==> src/rtl/arb_mux8_ctrl.sv <==
// arb_mux8_ctrl: round-robin 8-way arbiter with hold limit, break-before-make gap and
// registered select lines for a structural 8:1 mux.
module arb_mux8_ctrl #(
   parameter int MAX_HOLD = 16
) (
   input  logic       clk,
   input  logic       rst_n,
   input  logic [7:0] req,
   output logic [7:0] gnt,
   output logic       s0,
   output logic       s1,
   output logic       s2,
   output logic       sel_valid
);
   typedef enum logic [1:0] {IDLE = 2'b00, GRANT = 2'b01, GAP = 2'b10} state_t;
   localparam logic [7:0] HOLD_MAX = 8'(MAX_HOLD - 1);
   state_t     state;
   logic [2:0] ptr, owner, win;
   logic [7:0] hold_cnt;
   logic       others;
   always_comb begin
      win = ptr;
      for (int i = 7; i >= 0; i--)
         if (req[ptr + 3'(i)]) win = ptr + 3'(i);
   end
   assign others = |(req & ~(8'd1 << owner));
   // selects are wired reversed onto the mux gates: s2 carries bit 0 of the owner
   always_ff @(posedge clk) begin
      if (!rst_n) begin
         state     <= IDLE;
         gnt       <= 8'h00;
         {s0, s1, s2} <= 3'b000;
         sel_valid <= 1'b0;
         ptr       <= 3'd0;
         owner     <= 3'd0;
         hold_cnt  <= 8'd0;
      end else begin
         case (state)
            GRANT:
               if (!req[owner] || (hold_cnt == HOLD_MAX && others)) begin
                  state     <= GAP;
                  gnt       <= 8'h00;
                  sel_valid <= 1'b0;
                  ptr       <= owner + 3'd1;
               end else if (hold_cnt != HOLD_MAX) hold_cnt <= hold_cnt + 8'd1;
            IDLE, GAP:
               if (|req) begin
                  state     <= GRANT;
                  owner     <= win;
                  gnt       <= 8'd1 << win;
                  {s0, s1, s2} <= {win[2], win[1], win[0]};
                  sel_valid <= 1'b1;
                  hold_cnt  <= 8'd0;
               end else state <= IDLE;
            default: state <= IDLE;
         endcase
      end
   end
endmodule
==> config.mk <==
export PLATFORM = sky130hd
export DESIGN_NAME = arb_mux8_ctrl
export DESIGN_NICKNAME = d
export VERILOG_FILES = /design/src/rtl/arb_mux8_ctrl.sv
export SDC_FILE = /design/constraint.sdc
export NUM_CORES = 1
export LEC_CHECK = 0
export BUFFER_PORTS_ARGS = -buffer_cell sky130_fd_sc_hd__buf_2
export CORE_ASPECT_RATIO = 1.75
export CORE_MARGIN = 4
export CORE_UTILIZATION = 40
export DETAILED_ROUTE_END_ITERATION = 10
export PLACE_DENSITY_LB_ADDON = 0.08
export SYNTH_ARGS = -nofsm -noshare
export SYNTH_HDL_FRONTEND = slang
export SYNTH_SLANG_ARGS = --single-unit
==> constraint.sdc <==
create_clock -name clk -period 3.4 [get_ports clk]
set_clock_uncertainty 0.1 [all_clocks]
set_input_delay 0.51 -clock clk [delete_from_list [all_inputs] [get_ports clk]]
set_output_delay 0.51 -clock clk [all_outputs]
set_load 0.005 [all_outputs]
==> results of run 1 <==
-- sequential cells by signal (all words and copies together) (netlist names) --
register and count:
hold_cnt 8, s0 1, sel_valid 1, ptr 3, gnt 8, owner 2
state 2
-- layout by cell type, fill, tap and decap left out, types with 9 or more instances in the layout --
master   count
a21oi_1     11
inv_1       11
ha_1         9
xnor2_1      9
nor2_1      26
dfxtp_1     25
buf_2       21
mux2i_1     17
nand2_1     14
mux4_2       9
-- kinds of logic after synthesis --
family	share of synthesized area [%]
AO/OA/AOI/OAI	18.6
AND/OR/NAND/NOR	20.6
adder cells (fa/ha/maj)	5.59
buffers and inverters	4.91
multiplexers	21.5
flip-flops	24.9
XOR/XNOR	3.92
-- final timing paths --
path / start / endpoint / slack, ns
setup / recovery: ptr[0] / gnt[7] / 0.45
hold / removal: gnt[4] / gnt[4] / 0.38
setup reg to reg: ptr[0] / gnt[7] / 0.45
hold reg to reg: gnt[4] / gnt[4] / 0.38
-- layer usage --
| layer | part of all wire [%] | GRT usage (%) | vias to the layer above | routed length, microns |
|---|---|---|---|---|
| met2 | 56 | 34.0 | 21 | 3010 |
| met5 | 0 | 0 | - | 0 |
| met1 | 40 | 21.1 | 875 | 2140 |
| met3 | 1.5 | 1.64 | 9 | 80 |
| met4 | 2.1 | 6.21 | 0 | 115 |
| li1 | - | - | 905 | - |
-- power by group --
group,switching (uW),internal (uW)
combinational,395,313
sequential,40.8,333
clock,95.1,82.1
-- layout make-up --
cell class	instances	area, sq um
Sequential cell	25	500
Fill cell	495	2550
Inverter	13	48.8
Tap cell	52	65.1
Clock buffer	3	41.3
Timing Repair Buffer	29	165
Multi-Input combinational cell	181	1410
Clock inverter	1	5.00
-- stage by stage --
step | hold WS, ns | instances | power, uW | area, sq um | setup slack (ns)
global route | 0.396 | 304 | 1360 | 2240 | 0.192
global placement | 0.346 | 300 | 1090 | 2190 | 0.345
floorplan | 0.366 | 229 | 898 | 2010 | 0.333
CTS | 0.379 | 304 | 1270 | 2240 | 0.449
finish | 0.379 | 304 | 1260 | 2240 | 0.450
detailed placement | 0.357 | 300 | 1090 | 2190 | 0.419
-- worst max-delay path, stage by stage, from the launching register on --
cell and delay, ns:
dfxtp_1 0.34, inv_1 0.08, ha_1 0.43, buf_4 0.22, mux4_2 0.39, mux2i_1 0.20
inv_1 0.09, nor4_2 0.25, nand4_1 0.12, nor3b_2 0.18, and3_4 0.21, a32o_1 0.25
==> summary.md, run 1 <==
| Metric | Value |
|---|---|
| Synth unique cells | `51` |
| Synth area leaders | `dfxtp_1, mux4_2, mux2i_1, ha_1, nor2_1` |
| Min Clock Period, post-route | `2.95 ns` |
| Clock latency on the worst-skew pair | `0.27 ns` |
| CTS tree | `yes` |
| Die area | `0.00628 sq mm` |
| First-pass GRT wire length | `8760 microns` |
| Async SR Flop Fraction | `0%` |
| ANT cells | `0` |
| Starting Density | `42.0%` |
| Mapped Nets | `248` |
| Nets | `272` |
| RSZ-0062 raised after global routing | `no` |
| Proportion of layout cells with a drive suffix above 1 | `20.2%` |
| Root Buffer | `clkbuf_8` |
| Mapped Area | `0.00201 sq mm` |
| Row count | `33` |
| Slew Limit Headroom | `64.4%` |
| Antenna Nets Post-Route | `0` |
| Post-CTS Setup Inserts | `0` |
| Cts bufs inserted | `3` |
| DRT Pass-1 Iters | `4` |
| Crit Path Max Fanout | `8` |
| Post-synth EDFFs | `0` |
| Worst-path clk slew | `0.09 ns` |
| Most common cell in the synthesized netlist | `nor2_1` |
| Synth Flop Type | `dfxtp_1` |
| Final setup viols | `0` |
| H-tree levels | `1` |
| Synth top area share | `24.9%` |
| DRC violations left | `0` |
| Placer Congestion | `0.811` |
| CORE AREA | `0.00479 sq mm` |
| Final Hold Viols | `0` |
| Drt initial violations | `111` |
| GRT Overall Usage | `18.4%` |
| Antenna violations before repair | `0` |
| Post-synth top area cell | `dfxtp_1` |
| TNS Setup | `0 ns` |
| Fmax | `0.339 GHz` |
| Largest net degree at the start of global routing | `18` |
| Hold path cells | `1` |
| Sequential area share after synthesis | `24.9%` |
| Die Ht | `102 microns` |
| Die width | `61.6 microns` |
| Worst path required time | `3.47 ns` |
| Vias in the first global route | `1801` |
| Seq cells post-synth | `25` |
| I/O pin count | `22` |
| Worst EP arrival | `3.02 ns` |
| Measured slew at the worst slew-check pin | `0.530 ns` |
| HPWL Detailed | `4260 microns` |
| Pwr Density | `562 mW/mm^2` |
| HP Class | `register to register` |
| Cts hold-fix bufs | `0` |
| Clock Tree Buf Depth | `2` |
| Sinks on Clock Net | `25` |
| Post-CTS Resized | `0` |
| Outcome | `finished, final reports clean` |
| Final Cycle Share | `86.8%` |
| Avg Cell Area, Syn | `8.79 sq um` |
| Yosys warning total | `0` |
| Critical path startpoint category | `register` |
| Static leakage | `0.000874 uW` |
| Commonest cells in the netlist | `nor2_1, dfxtp_1, mux2i_1` |
| Worst vdd ir | `0.385 mV` |
| GRT overflow | `0` |
| Worst r2r path cells | `11` |
| Final core utilization | `46.8%` |
| Via density | `5.95` |
| Max cap viols | `0` |
| Area delta synth->final | `11.2%` |
| Synth Instances | `229` |
| Port Buffer Count | `21` |
| Vias | `1810` |
| Max-slew violations | `0` |
| Post-Route WL | `5350 microns` |
| Critical path class | `register to register` |
| Avg WL per Cell | `17.6 microns` |
| Crit end category | `register` |
No activity file was read; power rests on OpenSTA's default activity.
==> run 2: changes to the inputs <==
==> constraint.sdc (replaced) <==
create_clock -name clk -period 2.9 [get_ports clk]
set_clock_uncertainty 0.1 [all_clocks]
set_input_delay 0.435 -clock clk [delete_from_list [all_inputs] [get_ports clk]]
set_output_delay 0.435 -clock clk [all_outputs]
set_load 0.005 [all_outputs]
==> summary.md, run 2 (synthesis results as in run 1) <==
| Metric | Value |
|---|---|
| DRC violations left | `0` |
| Worst r2r path cells | `10` |
| Drt initial violations | `99` |
| Clock Tree Buf Depth | `2` |
| Hold Worst Slack | `0.353 ns` |
| Crit Path Max Fanout | `7` |
| Cts bufs inserted | `3` |
| Proportion of layout cells with a drive suffix above 1 | `25.0%` |
| Largest net degree at the start of global routing | `18` |
| GRT Overall Usage | `19.5%` |
| Row count | `33` |
| Nets | `284` |
| Combinational Power Share | `59.9%` |
| Outcome | `finished, final reports clean` |
| Net Switching | `658 uW` |
| Biggest regs | `gnt x8, hold_cnt x8, ptr x3` |
| Power Total | `1620 uW` |
| First-pass GRT wire length | `9200 microns` |
| Max cap viols | `0` |
| Via density | `5.87` |
| Cts hold-fix bufs | `0` |
| Placer Congestion | `0.912` |
| Sinks on Clock Net | `25` |
| Worst-path clk slew | `0.09 ns` |
| TNS Setup | `0 ns` |
| Vias in the first global route | `1903` |
| Worst vdd ir | `0.483 mV` |
| Min Clock Period, post-route | `2.75 ns` |
| Antenna Nets Post-Route | `0` |
| Fill cell count | `493` |
| Int Pwr | `966 uW` |
| Measured slew at the worst slew-check pin | `0.555 ns` |
| Critical path class | `register to register` |
| Port Buffer Count | `21` |
| Post-Route WL | `5620 microns` |
| Critical path startpoint category | `register` |
| Avg WL per Cell | `17.8 microns` |
| Final Cycle Share | `94.9%` |
| Pwr Density | `681 mW/mm^2` |
| Crit end category | `register` |
| Antenna violations before repair | `0` |
| Static leakage | `0.000939 uW` |
| Clock latency on the worst-skew pair | `0.27 ns` |
| Final core utilization | `49.8%` |
| DRT Pass-1 Iters | `4` |
| Worst path required time | `2.97 ns` |
| CTS tree | `yes` |
| Area of the multi-input gates | `0.00144 sq mm` |
| Clock power share | `12.8%` |
| Vias | `1854` |
| HP Class | `input port to register` |
| Max-slew violations | `0` |
| Die Ht | `102 microns` |
| HPWL Detailed | `4440 microns` |
| Root Buffer | `clkbuf_8` |
| GRT overflow | `0` |
| I/O pin count | `22` |
| Final setup viols | `0` |
| Starting Density | `42.0%` |
| Worst EP arrival | `2.82 ns` |
| Commonest non-fill, non-tap cell in the layout | `nor2_1` |
| Switch share | `40.5%` |
| Reg power frac | `27.3%` |
| Die area | `0.00628 sq mm` |
| RSZ-0062 raised after global routing | `no` |
| Area delta synth->final | `18.5%` |
| Die width | `61.6 microns` |
| Sequential Area | `500 sq um` |
| H-tree levels | `1` |
| Fmax | `0.363 GHz` |
| Final Hold Viols | `0` |
| Slew Limit Headroom | `62.9%` |
| CORE AREA | `0.00479 sq mm` |
| ANT cells | `0` |
| Hold path cells | `2` |
| Commonest cells after routing, fill and taps aside | `nor2_1, dfxtp_1, buf_2` |
run 2: timing repair:
item,CTS,global route
setup buffers,0,2
resized for setup,0,3
setup endpoints to repair,0,8
run 2: per-stage QoR:
stage          setup slack [ns]  std cells  cell area (sq um)
3_5_place_dp             0.0725        310               2290
3_3_place_gp             0.0984        310               2290
6_report                  0.148        316               2390
5_1_grt                  0.0223        316               2390
4_1_cts                  0.0542        314               2340
2_1_floorplan            0.0287        229               2040
run 2: worst paths after layout:
kind / start / endpoint / slack [ns]
worst max-delay path: ptr[0] / gnt[2] / 0.15
worst min-delay path: rst_n / sel_valid / 0.35
worst max register to register: ptr[0] / gnt[2] / 0.15
worst min register to register: gnt[1] / gnt[1] / 0.38
run 2: layout make-up:
type	instances	area share [%]
repair buffers	41	11.7
inverters	13	2.05
well taps	52	2.73
multi-input cells	181	60.5
clock buffers	3	1.73
clock inverters	1	0.315
flip-flops and latches	25	21.0
run 2: power groups by stage:
| stage | logic, uW | clock network, uW | registers, uW |
|---|---|---|---|
| finish | 973 | 208 | 443 |
| global route | 1060 | 234 | 451 |
| CTS | 928 | 217 | 444 |
| detailed placement | 923 | 0 | 453 |
| global placement | 923 | 0 | 452 |
| floorplan | 629 | 0 | 440 |
run 2: critical path: stages (launching register included):
cell	delay (ns)
dfxtp_1	0.38
inv_1	0.10
ha_4	0.33
mux4_2	0.41
mux2i_2	0.23
inv_1	0.10
nor4_2	0.24
nand4_1	0.12
nor3b_4	0.18
and3_4	0.21
a32o_1	0.26
run 2: layer usage:
layer  share of wire [%]  GRT usage, %  routed length [microns]
met5                   0             0                        0
met4                 2.2          6.54                      123
met3                 2.0          1.52                      114
met2                  59          37.4                     3320
met1                  37          21.2                     2070
